==> config.mk <==
export PLATFORM = sky130hd
export DESIGN_NAME = reg_file_param
export DESIGN_NICKNAME = d
export VERILOG_FILES = /design/src/rtl/reg_file_pkg.sv /design/src/rtl/reg_file_clr_seq.sv /design/src/rtl/reg_file_param.sv
export SDC_FILE = /design/constraint.sdc
export NUM_CORES = 1
export LEC_CHECK = 0
export ABC_CLOCK_PERIOD_IN_PS = 4100
export CAP_MARGIN = 20
export CORE_ASPECT_RATIO = 0.5
export CORE_MARGIN = 2
export CORE_UTILIZATION = 55
export DETAILED_ROUTE_END_ITERATION = 10
export PLACE_DENSITY_LB_ADDON = 0.3
export SLEW_MARGIN = 20
export SYNTH_ARGS = -nofsm -noshare
export SYNTH_HDL_FRONTEND = slang
export SYNTH_SLANG_ARGS = --single-unit
export TNS_END_PERCENT = 1
==> constraint.sdc <==
create_clock -name clk -period 4.1 [get_ports clk]
set_input_delay 0.41 -clock clk [delete_from_list [all_inputs] [get_ports clk]]
set_output_delay 0.41 -clock clk [all_outputs]
set_load 0.005 [all_outputs]
==> src/rtl/reg_file_pkg.sv <==
// reg_file_pkg: shared types and default sizes for the register file slice.
//   clr_state_t  - bulk-clear sequencer states (IDLE, CLEAR, DONE)
//   DEF_DATA_W   - default word width
//   DEF_NUM_REGS - default register count
package reg_file_pkg;

  typedef enum logic [1:0] {
    IDLE  = 2'd0,
    CLEAR = 2'd1,
    DONE  = 2'd2
  } clr_state_t;

  localparam int DEF_DATA_W   = 16;
  localparam int DEF_NUM_REGS = 16;

endpackage

==> src/rtl/reg_file_clr_seq.sv <==
// reg_file_clr_seq: bulk-clear sequencer. Walks an index over every register,
// one per clock, and tells the storage which word to zero.
// Ports:
//   clk, rst   - clock, synchronous active-high reset
//   clr_req    - clear request level, sampled only while idle
//   clr_busy   - high for every cycle the sequence is zeroing words
//   clr_done   - single-cycle pulse after the last word is zeroed
//   clr_we     - zero strobe for the storage array
//   clr_idx    - register being zeroed at the next edge
//   state      - current sequencer state, exported for observation
//
// Handshake: clr_req is a level sampled at a rising edge while idle; once
// taken, clr_busy rises for NUM_REGS cycles, then clr_done pulses for one
// cycle. Requests during busy or done are ignored, not queued.
module reg_file_clr_seq
  import reg_file_pkg::*;
#(
  parameter int NUM_REGS = DEF_NUM_REGS,
  localparam int ADDR_W = $clog2(NUM_REGS)
) (
  input  logic              clk,
  input  logic              rst,
  input  logic              clr_req,
  output logic              clr_busy,
  output logic              clr_done,
  output logic              clr_we,
  output logic [ADDR_W-1:0] clr_idx,
  output clr_state_t        state
);

  localparam logic [ADDR_W-1:0] LAST_IDX = ADDR_W'(NUM_REGS - 1);

  logic [ADDR_W-1:0] idx;

  // busy/done are registered alongside the state so they leave the block
  // straight from flops.
  always_ff @(posedge clk) begin
    if (rst) begin
      state    <= IDLE;
      idx      <= '0;
      clr_busy <= 1'b0;
      clr_done <= 1'b0;
    end else begin
      case (state)
        IDLE: begin
          clr_done <= 1'b0;
          if (clr_req) begin
            state    <= CLEAR;
            idx      <= '0;
            clr_busy <= 1'b1;
          end
        end
        CLEAR: begin
          if (idx == LAST_IDX) begin
            // Last word is zeroed on this edge; idx wraps rather than overruns.
            state    <= DONE;
            idx      <= '0;
            clr_busy <= 1'b0;
            clr_done <= 1'b1;
          end else begin
            idx <= idx + 1'b1;
          end
        end
        DONE: begin
          state    <= IDLE;
          clr_done <= 1'b0;
        end
        default: begin
          state    <= IDLE;
          idx      <= '0;
          clr_busy <= 1'b0;
          clr_done <= 1'b0;
        end
      endcase
    end
  end

  assign clr_we  = (state == CLEAR);
  assign clr_idx = idx;

endmodule

==> src/rtl/reg_file_param.sv <==
// reg_file_param: flip-flop register file, one write port, two read ports,
// optional hardwired zero register, optional same-cycle write bypass and a
// sequenced bulk clear.
// Ports:
//   clk, rst               - clock, synchronous active-high reset
//   wr_en/wr_addr/wr_data  - write port, commits at the rising edge
//   rd_en1/rd_addr1        - read port 1 select, rd_data1 combinational
//   rd_en2/rd_addr2        - read port 2 select, rd_data2 combinational
//   clr_req                - bulk clear request (level)
//   clr_busy, clr_done     - clear in progress / completion pulse
module reg_file_param
  import reg_file_pkg::*;
#(
  parameter int DATA_W   = DEF_DATA_W,
  parameter int NUM_REGS = DEF_NUM_REGS,
  parameter int ZERO_REG = 1,
  parameter int BYPASS   = 1,
  localparam int ADDR_W  = $clog2(NUM_REGS)
) (
  input  logic              clk,
  input  logic              rst,
  input  logic              wr_en,
  input  logic [ADDR_W-1:0] wr_addr,
  input  logic [DATA_W-1:0] wr_data,
  input  logic              rd_en1,
  input  logic [ADDR_W-1:0] rd_addr1,
  output logic [DATA_W-1:0] rd_data1,
  input  logic              rd_en2,
  input  logic [ADDR_W-1:0] rd_addr2,
  output logic [DATA_W-1:0] rd_data2,
  input  logic              clr_req,
  output logic              clr_busy,
  output logic              clr_done
);

  localparam bit ZERO_EN   = (ZERO_REG != 0);
  localparam bit BYPASS_EN = (BYPASS != 0);

  logic [DATA_W-1:0] regs [NUM_REGS];

  logic              clr_we;
  logic [ADDR_W-1:0] clr_idx;
  clr_state_t        clr_state;
  logic              clr_active;
  logic              user_we;

  reg_file_clr_seq #(
    .NUM_REGS (NUM_REGS)
  ) u_clr_seq (
    .clk      (clk),
    .rst      (rst),
    .clr_req  (clr_req),
    .clr_busy (clr_busy),
    .clr_done (clr_done),
    .clr_we   (clr_we),
    .clr_idx  (clr_idx),
    .state    (clr_state)
  );

  assign clr_active = (clr_state == CLEAR);

  // User writes are dropped while clearing and never touch the zero register.
  assign user_we = wr_en && !clr_we && !(ZERO_EN && (wr_addr == '0));

  // Priority: reset, then clear sequence, then user write.
  always_ff @(posedge clk) begin
    if (rst) begin
      for (int i = 0; i < NUM_REGS; i++) begin
        regs[i] <= '0;
      end
    end else if (clr_we) begin
      regs[clr_idx] <= '0;
    end else if (user_we) begin
      regs[wr_addr] <= wr_data;
    end
  end

  function automatic logic [DATA_W-1:0] read_mux(
    input logic              en,
    input logic [ADDR_W-1:0] addr,
    input logic [DATA_W-1:0] stored
  );
    logic [DATA_W-1:0] d;
    d = stored;
    if (!en) begin
      d = '0;
    end else if (ZERO_EN && (addr == '0)) begin
      d = '0;
    end else if (clr_active) begin
      d = '0;
    end else if (BYPASS_EN && wr_en && (wr_addr == addr)) begin
      d = wr_data;
    end
    return d;
  endfunction

  assign rd_data1 = read_mux(rd_en1, rd_addr1, regs[rd_addr1]);
  assign rd_data2 = read_mux(rd_en2, rd_addr2, regs[rd_addr2]);

endmodule

Word level (Yosys, flattened, before mapping)

Memories as Yosys holds them, arrays and structs flattened.
Cells that the tools add are included.

Bits in writable memories: 256
Input port bits: 34
Bits in registers: 8
Logic and storage cells: 63
Output and inout port bits: 34
Memories: 1

Memories:

| name | depth | bits a word | read ports | clocked after memory_dff | write ports | RTL line             | text |
|---|---|---|---|---|---|---|---|
| regs | 16    | 16          | 2          | 0                        | 16          | reg_file_param.sv:39 | `logic [DATA_W-1:0] regs [NUM_REGS];` |

Eq/ne operators: 7
Mux-type cells: 32
Reduce and logical (&&, ||, !) cells: 16
Bitwise gates (word level): 2
$add $sub $neg: 1

Operators by type and width:

| kind                  | number |
|---|---|
| $mux W16              | 10 |
| $reduce_or A16 Y1     | 2 |
| $mux W4               | 4 |
| $mux W1               | 13 |
| $logic_not A4 Y1      | 3 |
| $pmux W4 S3           | 1 |
| $eq A4 B4 Y1          | 2 |
| $add A4 B1 Y4 const B | 1 |
| $eq A4 B4 Y1 const B  | 1 |
| $logic_and A1 B1 Y1   | 4 |
| $mux W2               | 2 |
| $pmux W2 S2           | 1 |
| $reduce_and A2 Y1     | 2 |
| $pmux W1 S3           | 1 |
| $reduce_and A3 Y1     | 1 |
| $eq A2 B1 Y1 const B  | 1 |
| $eq A2 B2 Y1 const B  | 1 |
| $logic_not A1 Y1      | 2 |
| $logic_not A2 Y1      | 1 |
| $ne A2 B1 Y1 const B  | 1 |
| $ne A2 B2 Y1 const B  | 1 |
| $not A1 Y1            | 2 |
| $reduce_or A2 Y1      | 1 |

Logic depth before layout (Yosys ltp)

Depth after elaboration: 10
Mapped depth: 8
Gate-level depth less buffers: 5

Hierarchy

A second synthesis with hierarchy kept.

Cells, all modules: 1,070
Area, all modules: 14,427.6 um^2

Modules (own cells, without submodules):

| module           | times used | area each (um^2) | cells an instance | sequential area each (um^2) |
|---|---|---|---|---|
| reg_file_param   | 1          | 14,084.8         | 1,032             | 7,687.4 |
| reg_file_clr_seq | 1          | 342.8            | 38                | 160.2 |

Worst setup path before layout

Ideal clock, no wire load.

Path kind: input-to-reg
Start: input wr_addr[2]
End: memory regs[2][0] (netlist bit), enable pin
Slack: 1.458 ns
Data arrival time: 2.249 ns
Required time: 3.708 ns
Path buffers: 2
Cell stages on the path: 6
Path through: clkbuf_1 > nor4_2 > nor3_2 > buf_2 > nor2_1 > o21bai_1

RTL lines:

| item               | RTL line             | text |
|---|---|---|
| start: declaration | reg_file_param.sv:23 | `input logic [ADDR_W-1:0] wr_addr,` |
| end: declaration   | reg_file_param.sv:39 |  |

Worst setup path after layout

Start: input rd_addr1[0]
End: output rd_data1[3]

Cells in the longest elaborated chain, start to end: 6
Elaborated cells between the ends (all ways): 8
Those cells by class: 1 x eq/ne; 4 x mux; 2 x reduce/logical; 1 x memory

Ends and longest elaborated chain:

| item                                                                    | RTL line             | text |
|---|---|---|
| start: declaration                                                      | reg_file_param.sv:26 | `input logic [ADDR_W-1:0] rd_addr1,` |
| parallel branches: the longest is 4 deep, another holds $mem_v2 Z16 W16 | n/a                  |  |
| $mux W16 (*)                                                            | reg_file_param.sv:87 | `end else if (ZERO_EN && (addr == '0)) begin` |
| $mux W16 (*)                                                            | reg_file_param.sv:85 | `if (!en) begin` |
| end: declaration                                                        | reg_file_param.sv:27 | `output logic [DATA_W-1:0] rd_data1,` |

Every way passes the cells marked *.

==> metrics.md <==
| Metric | Value |
|---|---|
| Status | complete, no violations |
| Setup CP Type | in -> out |
| Ys flop type | edfxtp_1 |
| Asr flop ratio synth | 0% |
| Placement row count | 42 |
| Largest net degree at the start of global routing | 50 |
| Area growth syn-to-layout | 14.1% |
| Fin nets | 1,161 |
| Post-Route WL | 47.4 mm |
| Startpoint class of the critical path | input pin |
| DRT antenna net count | 0 |
| RSZ-0062 raised after global routing | false |
| Post-DR vias/cell | 7.22 |
| Initial core utilization | 55.7% |
| Dpl cells | 1,451 |
| Die area | 28,100 µm² |
| LEAKAGE | 6.02 nW |
| Setup TNS | 0 ns |
| Reg2Reg Depth | 6 |
| DRC Markers | 0 |
| IO Pins | 68 |
| Post-Place Worst Slack | 0.763 ns |
| Yosys top cell by area | edfxtp_1 |
| Placement Cell Area | 16,000 µm² |
| Hold Path Cell Cnt | 2 |
| Post-route cell area | 16,800 µm² |
| Core Footprint | 26,400 µm² |
| Netlist cell types | 57 |
| WP data arrival | 3.01 ns |
| Clock latency on the worst-skew pair | 0.54 ns |
| Final hold vios | 0 |
| Cells after synthesis | 1,052 |
| Final setup fails | 0 |
| Commonest non-fill, non-tap cell in the layout | edfxtp_1 |
| Clk buf depth | 3 |
| Hold Crit Class | reg -> reg |
| Crit. End Element | output port |
| Max Cap Viol | 0 |
| Sink Count | 264 |
| Via Count | 10,814 |
| Crit path max fanout | 26 |
| Clock period minus worst slack | 3.42 ns |
| Drt pass-1 iters | 5 |
| Worst slew margin | 26.4% |
| GRT overflow | 0 |
| Number of synthesized flops with an enable pin | 256 |
| WHS | 0.498 ns |
| Reg clk slew, reported paths | 0.06 ns |
| Global-route wire length before repair | 68.9 mm |
| GRT Total Usage | 34.2% |
| Flop2flop setup slack | 1.21 ns |
| Commonest cells after routing, fill and taps aside | edfxtp_1, nor2_1, mux4_2 |
| Post-cts sizing count | 0 |
| Final setup margin | 0.680 ns |
| Total CTS buffers | 25 |
| Share of cells above drive strength 1 | 21.5% |
| Drt wl/cell | 31.7 µm |
| Diodes inserted | 0 |
| PwrDens | 376 nW/µm² |
| I/O Buffers | 67 |
| Final GP Congestion | 0.950 |
| Avg Cell Area, Syn | 14.0 µm² |
| Clock Skew | 0.0127 ns |
| Post-synth top area share | 52.3% |
| Fmax | 292 MHz |
| Sequential share of the synthesized area | 53.4% |
| Tightest Pin Transition | 1.10 ns |
| Final Slew Violations | 0 |
| Post-CTS Setup Inserts | 0 |
| Worst IR drop on VDD | 0.249 mV |
| Tcrit/Tclk final | 83.4% |
| FF+latch count, synth | 264 |
| CTS tree | done |
| Initial antenna violation count | 0 |
| Vias in the first global route | 10,515 |
| Number of hold buffers added after cts | 0 |
| Yosys warnings | 0 |
| Cell Area, Synth | 14,700 µm² |
| Die Span Y | 120 µm |
| Non-Filler Instances | 1,497 |
| DP Wirelength | 31.0 mm |
| Die width | 235 µm |
| Root Buffer | clkbuf_16 |
| CP required | 3.69 ns |
| Area contributors post-synth | edfxtp_1, mux4_2, nor2_1, mux2i_1, nor3b_1 |
| CTS H-tree lvls | 1 |
| 1st-iter DRT viols | 1,913 |
## cells by family after synthesis
kind of cell | synth area share (%)
xor gates and xnor gates | 0.476
adders and majority gates | 0.0851
AOI/OAI and AO/OA | 6.79
and+or+nand+nor | 13.9
other | 0.0255
buffers and inverters | 3.23
DFF | 53.4
muxes | 22.1
## layer usage
layer | part of all wire (%) | track usage [%] | up-vias
met5 | 0 | 0 | -
met4 | 2.3 | 8.76 | 0
met3 | 15 | 12.5 | 88
met2 | 44 | 50.0 | 873
met1 | 38 | 48.9 | 5556
li1 | - | - | 4297
## final timing paths
kind / startpoint / end
max: rd_addr1[0] / rd_data1[3]
min: u_clr_seq.clr_done / u_clr_seq.clr_done
max reg2reg: u_clr_seq.state[1] / regs[9][14]
min reg2reg: u_clr_seq.clr_done / u_clr_seq.clr_done
## area by class of cell
type	count	area, µm²
Multi-Input combinational cell	698	6480
Clock inverter	18	141
Sequential cell	264	7850
Tap cell	352	440
Timing Repair Buffer	131	1220
Clock buffer	28	637
Fill cell	1914	9600
Inverter	6	22.5
## worst max-delay path: stages
cell	delay, ns
buf_4	0.46
buf_12	0.27
mux4_2	0.53
mux2i_1	0.41
nand2_1	0.12
a32o_1	0.30
clkdlybuf4s50_1	0.47
## flip-flops by register name, summed over array words and instances, names as in the netlist
register	cells
u_clr_seq.clr_done	1
u_clr_seq.state	2
u_clr_seq.clr_idx	4
regs	256
u_clr_seq.clr_busy	1
## stage by stage
step | total power, mW | util [%]
6_report | 6.31 | 63.6
2_1_floorplan | 3.69 | -
3_3_place_gp | 4.05 | 60.7
4_1_cts | 6.29 | 63.6
3_5_place_dp | 4.07 | 60.7
5_1_grt | 6.47 | 63.6
## Yosys cell counts, drive strengths merged (2+ instances only)
cell type and number:
o31a 2, nand2b 6, buf 42, a32o 31, nor3b 49, nand2 55, o21bai 2, a2111oi 2
a32oi 4, a22o 2, xnor2 2, nand3b 3, and2 17, and3 50, a31oi 3, xor2 6
a2bb2oi 2, dfxtp 8, mux4 128, or2 3, clkbuf 57, o21ai 6, or4 2, nand3 4
edfxtp 256, a211o 30, nor2b 34, mux2i 37, inv 6, nor4bb 2, nor3 8, or3 4
nor2 143, nand4 3, a21oi 7, a21o 17, o22ai 8
## report_power, final
part | leakage, nW | internal, mW | switching (mW) | total (mW)
clock | 0.384 | 1.25 | 1.02 | 2.26
sequential | 2.70 | 3.07 | 0.0586 | 3.12
combinational | 2.93 | 0.399 | 0.529 | 0.927
total | 6.02 | 4.71 | 1.60 | 6.31
(Power assumes the default switching activity.)
